==> config.mk <==
export PLATFORM = sky130hd
export DESIGN_NAME = resolve_quadratic
export DESIGN_NICKNAME = d
export VERILOG_FILES = /design/src/rtl/resolve_quadratic.sv
export SDC_FILE = /design/constraint.sdc
export NUM_CORES = 1
export LEC_CHECK = 0
export ABC_AREA = 0
export BUFFER_PORTS_ARGS = -buffer_cell sky130_fd_sc_hd__buf_4
export CORE_UTILIZATION = 45
export CTS_CLUSTER_DIAMETER = 100
export DETAILED_ROUTE_END_ITERATION = 12
export SETUP_SLACK_MARGIN = 0.1
export SLEW_MARGIN = 10
export SYNTH_ARGS = -nofsm -noshare
export SYNTH_HDL_FRONTEND = slang
export SYNTH_SLANG_ARGS = --single-unit
==> constraint.sdc <==
create_clock -name clk -period 7.1 [get_ports clk]
set_input_delay 0 -clock clk [delete_from_list [all_inputs] [get_ports clk]]
set_output_delay 0 -clock clk [all_outputs]
set_load 0.005 [all_outputs]
==> src/rtl/resolve_quadratic.sv <==
// Multi-cycle evaluator of y = a*x^2 + b*x + c on signed operands.
// It shares one multiplier and one adder, stepping one operation per clock.
module resolve_quadratic #(
    parameter int XW = 8,
    parameter int DW = 16
) (
    input  logic                 clk,
    input  logic                 rst,
    input  logic                 inicio,
    input  logic signed [XW-1:0] x,
    input  logic signed [DW-1:0] a,
    input  logic signed [DW-1:0] b,
    input  logic signed [DW-1:0] c,
    output logic signed [DW-1:0] y,
    output logic                 ready,
    output logic                 valid
);

    localparam logic [2:0] S_IDLE = 3'd0;
    localparam logic [2:0] S_SQ   = 3'd1;
    localparam logic [2:0] S_AX2  = 3'd2;
    localparam logic [2:0] S_BX   = 3'd3;
    localparam logic [2:0] S_SUM1 = 3'd4;
    localparam logic [2:0] S_SUM2 = 3'd5;

    logic [2:0]           state_r;
    logic signed [DW-1:0] x_r, a_r, b_r, c_r;
    logic signed [DW-1:0] t1_r, t2_r, acc_r, y_r;
    logic                 ready_r, valid_r;

    logic signed [DW-1:0] x_ext_s;
    logic signed [DW-1:0] mul_a_s, mul_b_s, mul_p_s;
    logic signed [DW-1:0] add_b_s, add_s;

    assign x_ext_s = {{(DW-XW){x[XW-1]}}, x};

    // Operand steering for the shared multiplier and adder; results wrap at DW bits
    always_comb begin
        mul_a_s = x_r;
        mul_b_s = x_r;
        add_b_s = t2_r;
        case (state_r)
            S_AX2: begin
                mul_a_s = a_r;
                mul_b_s = t1_r;
            end
            S_BX: begin
                mul_a_s = b_r;
                mul_b_s = x_r;
            end
            S_SUM2: begin
                add_b_s = c_r;
            end
            default: begin
                mul_a_s = x_r;
                mul_b_s = x_r;
                add_b_s = t2_r;
            end
        endcase
        mul_p_s = mul_a_s * mul_b_s;
        add_s   = acc_r + add_b_s;
    end

    // Sequencer: operand capture, intermediate results and registered outputs
    always_ff @(posedge clk or negedge rst) begin
        if (!rst) begin
            state_r <= S_IDLE;
            x_r     <= '0;
            a_r     <= '0;
            b_r     <= '0;
            c_r     <= '0;
            t1_r    <= '0;
            t2_r    <= '0;
            acc_r   <= '0;
            y_r     <= '0;
            valid_r <= 1'b0;
            ready_r <= 1'b1;
        end else begin
            case (state_r)
                S_IDLE: begin
                    if (inicio) begin
                        x_r     <= x_ext_s;
                        a_r     <= a;
                        b_r     <= b;
                        c_r     <= c;
                        valid_r <= 1'b0;
                        ready_r <= 1'b0;
                        state_r <= S_SQ;
                    end
                end
                S_SQ: begin
                    t1_r    <= mul_p_s;
                    state_r <= S_AX2;
                end
                S_AX2: begin
                    acc_r   <= mul_p_s;
                    state_r <= S_BX;
                end
                S_BX: begin
                    t2_r    <= mul_p_s;
                    state_r <= S_SUM1;
                end
                S_SUM1: begin
                    acc_r   <= add_s;
                    state_r <= S_SUM2;
                end
                S_SUM2: begin
                    y_r     <= add_s;
                    valid_r <= 1'b1;
                    ready_r <= 1'b1;
                    state_r <= S_IDLE;
                end
                default: begin
                    ready_r <= 1'b1;
                    state_r <= S_IDLE;
                end
            endcase
        end
    end

    assign y     = y_r;
    assign ready = ready_r;
    assign valid = valid_r;

endmodule

* Yosys cells after proc, flatten, opt, wreduce, memory -nomap -nowiden
Cells that the tools add are included.
** Word-level totals
- Register bits after elaboration :: 125
- Input port bits :: 59
- Output and inout port bits :: 18
** Operators by class
- Add/subtract/negate cells :: 1
- Multiply operators :: 1
- Eq/ne operators :: 6
- Muxes and demuxes :: 9
- Bitwise gates (word level) :: 1
- Reduce and logical (&&, ||, !) cells :: 7
** Operators with widths (count)
- one-hot mux 16 bit (2 select lines) :: 2
- two-way mux 16 bit :: 2
- adder 16 bit :: 1
- multiplier 16 x 16 -> 16 bit :: 1
- one-hot mux 3 bit (5 select lines) :: 1
- == test 3 x 2 -> 1 bit (second input constant) :: 2
- == test 3 bit (second input constant) :: 2
- AND reduction 2 bit :: 3
- one-hot mux 1 bit (2 select lines) :: 2
- nonzero test 2 bit :: 2
- OR reduction 4 bit :: 1
- == test 3 x 1 -> 1 bit (second input constant) :: 1
- zero test 3 bit :: 1
- two-way mux 3 bit :: 1
- != test 2 bit (second input constant) :: 1
- two-way mux 1 bit :: 1
- inverter 1 bit :: 1

* Logic depth before layout (Yosys ltp)
Gate-level depths: netlist of the first run.
- Depth after elaboration :: 4
- Depth in mapped cells :: 30
- Mapped depth without buffers :: 25

* Least setup slack after synthesis of the first run
OpenSTA, ideal clock, no wires.
- Path type :: flip-flop to flip-flop
- Start :: register state_r[2]
- End :: register acc_r[15]
- Arrival time :: 6.300 ns
- Required time :: 6.964 ns
- Path slack :: 0.664 ns
- Stages on the path, launching flop included :: 23
- Path buffers :: 4
- Cells stage by stage :: dfrtp_1 -> buf_4 -> nor3b_4 -> buf_2 -> clkbuf_1 -> clkbuf_1 -> o21ai_1 -> nand2_1 -> fa_1 -> fa_1 -> fa_1 -> fa_1 -> inv_1 -> fa_1 -> inv_1 -> fa_1 -> inv_1 -> ha_1 -> nor2b_1 -> o21a_1 -> o41ai_1 -> xnor2_1 -> o221ai_2
** Between the ends
- Word-level cells in the longest chain between the ends :: 4
** Ends and longest elaborated chain
- start: declaration :: RTL line 26 : logic [2:0] state_r;
- start signal: assignment :: RTL line 67 : state_r <= S_IDLE;
- start signal: assignment :: RTL line 88 : state_r <= S_SQ;
- start signal: assignment :: RTL line 93 : state_r <= S_AX2;
- == test 3 x 2 -> 1 bit (tied with other cells) :: RTL line 42 : case (state_r)
- one-hot mux 16 bit (2 select lines) / two-way mux 16 bit (equally long branches) :: RTL line 42
- multiplier 16 x 16 -> 16 bit / adder 16 bit (equally long branches) :: RTL line 60, 61
- one-hot mux 16 bit (2 select lines) :: RTL line 79 : case (state_r)
- end signal: assignment :: RTL line 96 : acc_r <= mul_p_s;
- end signal: assignment :: RTL line 104 : acc_r <= add_s;
- end: declaration :: RTL line 28 : logic signed [DW-1:0] t1_r, t2_r, acc_r, y_r;
Parallel ways exist; a longest one is shown, timed or not.
A chain may end at the register's enable or synchronous reset.

* Worst setup path in the final report of the first run
- Start :: register state_r[2]
- End :: register acc_r[12]
Same word-level chain as after synthesis.

==> Flow_metrics.wiki, run 1 <==
{| class="wikitable"
! Metric !! Value
|-
| Run status || finished, final reports clean
|-
| Share of the synthesized area in the top cell type || 30.4%
|-
| Die W || 153 um
|-
| Final setup violation count || 0
|-
| Buffer type at the clock tree root || sky130_fd_sc_hd__clkbuf_16
|-
| Hold WC Path Type || input port to asynchronous set/reset pin
|-
| Global routing met3 resource utilization || 3.53%
|-
| Final Net Count || 1403
|-
| Count of TritonRoute iterations in the first routing pass || 5
|-
| Clock period minus final worst setup slack || 6610 ps
|-
| Layout cells sized above 1 || 21.1%
|-
| Synth-to-layout area growth || 21.5%
|-
| Number of buffers created by CTS || 17
|-
| Cells on worst reg2reg path || 22
|-
| Total number of vias || 7597
|-
| Worst relative slew slack || 33.3%
|-
| Clock-pin slew on the worst setup and hold paths || 70 ps
|-
| Final slew viol count || 0
|-
| Max Clk Rate || 151 MHz
|-
| Mean number of vias per cell || 5.13
|-
| Total gr overflow || 0
|-
| Worst slew pin tran || 1000 ps
|-
| Area of the placeable core || 22000 um2
|-
| Library cells used by synthesis || 51
|-
| Placement Rows || 54
|-
| Global-route wire length before repair || 41800 um
|-
| GR Util All Layers || 23.0%
|-
| Cell area after synthesis || 10200 um2
|-
| Data arrival, critical path || 6900 ps
|-
| Crit start category || flop
|-
| Detailed-placement wirelength estimate || 18800 um
|-
| Ys async rst share || 100%
|-
| Maximum clock insertion buffer count || 2
|-
| Register bit count reported by yosys || 125
|-
| Syn Inst Count || 1044
|-
| Area contributors post-synth || sky130_fd_sc_hd__dfrtp_1 30%, sky130_fd_sc_hd__fa_1 16%, sky130_fd_sc_hd__mux2_2 9.8%
|-
| DRC violation total after the first TritonRoute iteration || 359
|-
| Max-cap check violation count || 0
|-
| Critical-path maximum fanout || 21
|-
| Sinks on Clock Net || 125
|-
| Post-synth top flop || sky130_fd_sc_hd__dfrtp_1
|-
| Maximum level of the CTS H-tree || 4
|-
| Global-route layer with the greatest usage || met2
|-
| Met2 usage || 38.8%
|-
| Share of the cycle needed by the critical path after routing || 93.0%
|-
| Critical path required time || 7390 ps
|-
| Area of the die || 23300 um2
|-
| Average cell area after synthesis || 9.78 um2
|-
| Setup repair after global routing missed its margin || true
|-
| Pin count of the biggest net entering global routing || 81
|-
| Biggest area consumer among synthesized cells || sky130_fd_sc_hd__dfrtp_1
|-
| Overall die height || 153 um
|-
| Initial cell density of the core || 46.3%
|-
| Sum Neg Setup Slack || 0 ps
|-
| Endpoint class of the critical path || flop
|-
| Wire length per cell || 16.9 um
|-
| Worst-Skew Late Latency || 430 ps
|-
| Antenna cell count || 0
|-
| Sum of routed wire length over all layers || 25000 um
|-
| Worst Clk Skew || 20.7 ps
|-
| Most numerous cell types in the synthesized netlist || 143 x sky130_fd_sc_hd__inv_1, 124 x sky130_fd_sc_hd__dfrtp_1, 117 x sky130_fd_sc_hd__nand2_1, 106 x sky130_fd_sc_hd__nor2_1, 89 x sky130_fd_sc_hd__mux2_2
|-
| Top-level I/O count || 77
|-
| Syn nets || 1259
|-
| Share of the yosys chip area belonging to registers || 30.7%
|-
| TritonCTS clock tree || built
|-
| Number of enable-type register cells in the synthesized netlist || 0
|-
| Met1 demand-to-capacity share in global routing || 30.5%
|-
| Number of buffers added on ports || 76
|-
| FILL cells || 1985
|-
| Routability congestion estimate from global placement || 0.921
|-
| Total of warnings raised by yosys || 0
|-
| Most frequent cell after synthesis || sky130_fd_sc_hd__inv_1
|-
| Antenna Nets Post-Route || 0
|-
| Via count of the first global-routing pass || 8019
|-
| Number of remaining DRC errors || 0
|-
| Setup Buffers After CTS || 0
|-
| Number of endpoints with negative hold slack in the final report || 0
|-
| Setup Crit Path Kind || flop to flop
|-
| Antenna violations before repair || 0
|}
per-layer routing:
metal | vias to the layer above | part of all wire (%) | wire, um
met1 | 3742 | 46 | 11500
met3 | 25 | 3.6 | 912
met4 | 0 | 1.4 | 363
met5 | - | 0 | 0
met2 | 153 | 49 | 12200
li1 | 3677 | - | -
critical path, stage by stage, from the launching register on:
cell                      delay (ps)
sky130_fd_sc_hd__dfrtp_1         520
sky130_fd_sc_hd__nor2b_2         330
sky130_fd_sc_hd__buf_4           380
sky130_fd_sc_hd__mux2_2          480
sky130_fd_sc_hd__nor2_1          170
sky130_fd_sc_hd__fa_1            440
sky130_fd_sc_hd__inv_1            80
sky130_fd_sc_hd__fa_1            440
sky130_fd_sc_hd__fa_1            500
sky130_fd_sc_hd__fa_1            560
sky130_fd_sc_hd__inv_1            60
sky130_fd_sc_hd__fa_1            470
sky130_fd_sc_hd__inv_1            60
sky130_fd_sc_hd__fa_1            480
sky130_fd_sc_hd__inv_1            50
sky130_fd_sc_hd__ha_1            330
sky130_fd_sc_hd__nand3_1          90
sky130_fd_sc_hd__o31ai_1         310
sky130_fd_sc_hd__nor2_1           90
sky130_fd_sc_hd__xor2_1          150
sky130_fd_sc_hd__buf_4           170
sky130_fd_sc_hd__nor2_1           50
sky130_fd_sc_hd__a221o_1         260
placed cells by master (no fill, tap or decap), types with 53 or more instances in the layout:
cell type / instances
sky130_fd_sc_hd__inv_1: 143
sky130_fd_sc_hd__dfrtp_1: 124
sky130_fd_sc_hd__nand2_1: 117
sky130_fd_sc_hd__buf_4: 106
sky130_fd_sc_hd__nor2_1: 105
sky130_fd_sc_hd__mux2_2: 89
sky130_fd_sc_hd__fa_1: 80
sky130_fd_sc_hd__ha_1: 76
sky130_fd_sc_hd__dlygate4sd3_1: 58
sky130_fd_sc_hd__o21ai_0: 53
worst paths after layout:
path / from / to / slack, ps
setup / recovery: state_r[2]$_DFFE_PN0N_ / acc_r[12]$_DFFE_PN0P_ / 490
setup reg to reg: state_r[2]$_DFFE_PN0N_ / acc_r[12]$_DFFE_PN0P_ / 490
min in group clk: x[7] / x_r[7]$_DFFE_PN0P_ / 330
max in group asynchronous: rst / c_r[6]$_DFFE_PN0P_ / 5610
hold reg to reg: t2_r[10]$_DFFE_PN0N_ / t2_r[10]$_DFFE_PN0N_ / 480
hold / removal: rst / c_r[15]$_DFFE_PN0P_ / 290
through the flow:
stage	instance area (um2)	hold WS, ps	setup slack, ps	utilization [%]	instances
3_5_place_dp	11200	222	315	50.8	1391
2_1_floorplan	10200	-296	664	-	1044
6_report	12400	291	494	56.3	1481
4_1_cts	12400	315	283	56.1	1481
5_1_grt	12400	342	111	56.3	1481
3_3_place_gp	11200	216	403	50.8	1391
cell type report:
type                            instances  area [um2]  area share (%)
Tap cell                              280         350            2.82
Clock buffer                           17         425            3.43
Timing Repair Buffer                  164        1380            11.1
Multi-Input combinational cell        737        6420            51.8
Inverter                              143         537            4.33
Sequential cell                       125        3130            25.2
Clock inverter                         15         166            1.34
cells by family (layout without fill, tap and decap cells):
group           Yosys count  in the layout  share of synthesized area (%)
buf+inv                 182            339                           7.02
flops                   125            125                           30.7
fa+ha+maj               156            156                           25.0
mux                     121            121                           13.0
compound gates          137            137                           8.28
simple gates            267            267                           10.9
xor+xnor                 56             56                           5.08
timing repair:
item,in CTS,in global routing
endpoints found under the setup margin,0,6
hold buffers,58,0
resized for setup,0,11
endpoints found under the hold margin,136,0
registers in the layout, summed over array words and instances (netlist names):
| signal | flops |
|---|---|
| b_r | 16 |
| x_r | 8 |
| a_r | 16 |
| t2_r | 16 |
| ready | 1 |
| valid | 1 |
| state_r | 3 |
| acc_r | 16 |
| c_r | 16 |
| y | 16 |
| t1_r | 16 |
Power of run 1 is left out: the tool's default activity adds up to more than one toggle a clock period on the data nets, which glitch-free logic cannot reach.
==> inputs of run 2 (changes only) <==
==> constraint.sdc (replaced) <==
create_clock -name clk -period 7.1 [get_ports clk]
set_input_delay 0.355 -clock clk [delete_from_list [all_inputs] [get_ports clk]]
set_output_delay 0.355 -clock clk [all_outputs]
set_load 0.005 [all_outputs]
==> run 2 against run 1 <==
  * Non-clock buffer count decreased by 58
  * Register-to-register slack about the same
  * Sequential share of layout area increased by 1.2 points
  * First-iteration DRC count decreased by 20%
  * Final area decreased by 4.7%
  * Routed wire length decreased by 2.6%
==> Flow_metrics.wiki, run 2 (synthesis gave the netlist of run 1 again) <==
{| class="wikitable"
! Metric !! Value
|-
| Total gr overflow || 0 (unchanged)
|-
| Critical-path maximum fanout || 21 (unchanged)
|-
| Launching instance or port of the critical path || state_r[2]$_DFFE_PN0N_
|-
| Buffer type at the clock tree root || sky130_fd_sc_hd__clkbuf_16
|-
| Final setup violation count || 0 (unchanged)
|-
| Number of buffers created by CTS || 17 (unchanged)
|-
| Hold WC Path Type || input port to asynchronous set/reset pin
|-
| Worst-Skew Late Latency || 430 ps (about the same)
|-
| Detailed-placement wirelength estimate || 18800 um (unchanged)
|-
| Count of TritonRoute iterations in the first routing pass || 5 (unchanged)
|-
| Run status || finished, final reports clean
|-
| Worst flop-to-flop path startpoint || state_r[2]$_DFFE_PN0N_
|-
| Max Clk Rate || 152 MHz (+0.12%)
|-
| Worst slew pin tran || 1010 ps (+5.68 ps)
|-
| Synth-to-layout area growth || 15.8%
|-
| Endpoint class of the critical path || flop
|-
| Leading cell type in the layout, fill and taps excluded || sky130_fd_sc_hd__inv_1
|-
| Initial cell density of the core || 46.3% (unchanged)
|-
| Clock-pin slew on the worst setup and hold paths || 70 ps (about the same)
|-
| Sum of routed wire length over all layers || 24400 um (-2.6%)
|-
| Total number of vias || 7403 (-2.6%)
|-
| Crit path max-delay cell type || sky130_fd_sc_hd__fa_1
|-
| Max-cap check violation count || 0 (unchanged)
|-
| Routability congestion estimate from global placement || 0.921 (unchanged)
|-
| Maximum clock insertion buffer count || 2 (unchanged)
|-
| Critical path required time || 7380 ps (about the same)
|-
| Worst relative slew slack || 32.9% (-0.38 points)
|-
| Cells on worst reg2reg path || 21 (-4.5%)
|-
| Pin count of the biggest net entering global routing || 81 (unchanged)
|-
| Cell-by-cell trace of the critical path || nor2b_2 -> buf_4 -> mux2i_1 -> buf_4 -> nand2_1 -> fa_1 -> inv_1 -> fa_1 -> inv_1 -> fa_1 -> fa_1 -> fa_1 -> fa_1 -> xnor2_1 -> xnor2_1 -> xnor2_1 -> xnor2_1 -> xnor2_1 -> xnor3_1 -> xnor2_2 -> o221ai_2
|-
| Most used cells in the layout excluding fill and tap cells || 143 x sky130_fd_sc_hd__inv_1, 124 x sky130_fd_sc_hd__dfrtp_1, 117 x sky130_fd_sc_hd__nand2_1
|-
| Area of the die || 23300 um2 (unchanged)
|-
| Final slew viol count || 0 (unchanged)
|-
| Wire length per cell || 17.1 um (+1.4%)
|-
| Number of remaining DRC errors || 0 (unchanged)
|-
| Setup Crit Path Kind || flop to flop
|-
| Worst Clk Skew || 13.0 ps (-7.70 ps)
|-
| Sum Neg Setup Slack || 0 ps (unchanged)
|-
| Setup Buffers After CTS || 0 (unchanged)
|-
| Reg-to-reg endpoint || acc_r[15]$_DFFE_PN0P_
|-
| Overall die height || 153 um (unchanged)
|-
| Critical path's largest stage delay || 540 ps (-20 ps)
|-
| Via count of the first global-routing pass || 7756 (-3.3%)
|-
| Global-route wire length before repair || 40700 um (-2.5%)
|-
| Antenna violations before repair || 0 (unchanged)
|-
| Layout cells sized above 1 || 22.1% (+1.1 points)
|-
| Crit path depth || 21 (-4.5%)
|-
| Number of endpoints with negative hold slack in the final report || 0 (unchanged)
|-
| Die W || 153 um (unchanged)
|-
| TritonCTS clock tree || built
|-
| Top-level I/O count || 77 (unchanged)
|-
| Worst path bufs/invs || 4 (-2)
|-
| Antenna cell count || 0 (unchanged)
|-
| Placement Rows || 54 (unchanged)
|-
| Worst setup path end || acc_r[15]$_DFFE_PN0P_
|-
| Most used cell, CP || sky130_fd_sc_hd__fa_1
|-
| Share of the cycle needed by the critical path after routing || 92.9% (-0.11 points)
|-
| Setup slack, reg-to-reg || 500 ps (about the same)
|-
| Hold buffer count at CTS || 0 (-100%)
|-
| DRC violation total after the first TritonRoute iteration || 288 (-20%)
|-
| Maximum level of the CTS H-tree || 4 (unchanged)
|-
| Sinks on Clock Net || 125 (unchanged)
|-
| Crit start category || flop
|-
| Data arrival, critical path || 6880 ps (-20 ps)
|-
| Final Net Count || 1345 (-4.1%)
|-
| Antenna Nets Post-Route || 0 (unchanged)
|-
| Area of the placeable core || 22000 um2 (unchanged)
|-
| Clock period minus final worst setup slack || 6600 ps (-7.77 ps)
|-
| Mean number of vias per cell || 5.20 (+1.4%)
|-
| Quantity of gates resized following cts || 0 (unchanged)
|-
| GR Util All Layers || 22.4% (-0.55 points)
|-
| Setup repair after global routing missed its margin || true
|-
| Number of buffers added on ports || 76 (unchanged)
|-
| Top cell family by delay on the critical path || adder cells
|}
run 2: final cells by class:
type / instances / area [um2]
multi-input cells: 737 / 6420
inverters: 143 / 537
well taps: 280 / 350
flip-flops and latches: 125 / 3130
fillers: 2052 / 10200
clock buffers: 17 / 425
clock inverters: 15 / 166
repair buffers: 106 / 796
run 2: how the worst min path moves through the flow:
stage | start | end | slack [ps] | depth (start not counted)
after detailed placement | t2_r[10]$_DFFE_PN0N_ | t2_r[10]$_DFFE_PN0N_ | 470 | 2
after global placement | t2_r[6]$_DFFE_PN0N_ | t2_r[6]$_DFFE_PN0N_ | 460 | 2
after CTS | rst | c_r[15]$_DFFE_PN0P_ | 130 | 1
after global routing | b[14] | b_r[14]$_DFFE_PN0P_ | 140 | 2
after floorplan | rst | a_r[0]$_DFFE_PN0P_ | 60 | 0
final | rst | c_r[15]$_DFFE_PN0P_ | 90 | 1
run 2: per-layer routing:
metal	part of all wire (%)	global-route usage, %	wire, um
met5	0	0	0
met4	1.7	6.40	410
met3	3.6	3.41	883
met2	48	37.5	11700
met1	47	30.2	11400
run 2: through the flow:
step	utilization, %	area (um2)	hold WS (ps)	instances	setup WS (ps)
floorplan	-	10200	59.4	1044	664
global placement	50.8	11200	459	1391	403
detailed placement	50.8	11200	466	1391	315
CTS	53.5	11800	126	1423	283
global route	53.7	11800	144	1423	111
finish	53.7	11800	87.1	1423	501
Power of run 2 is left out for the same reason.
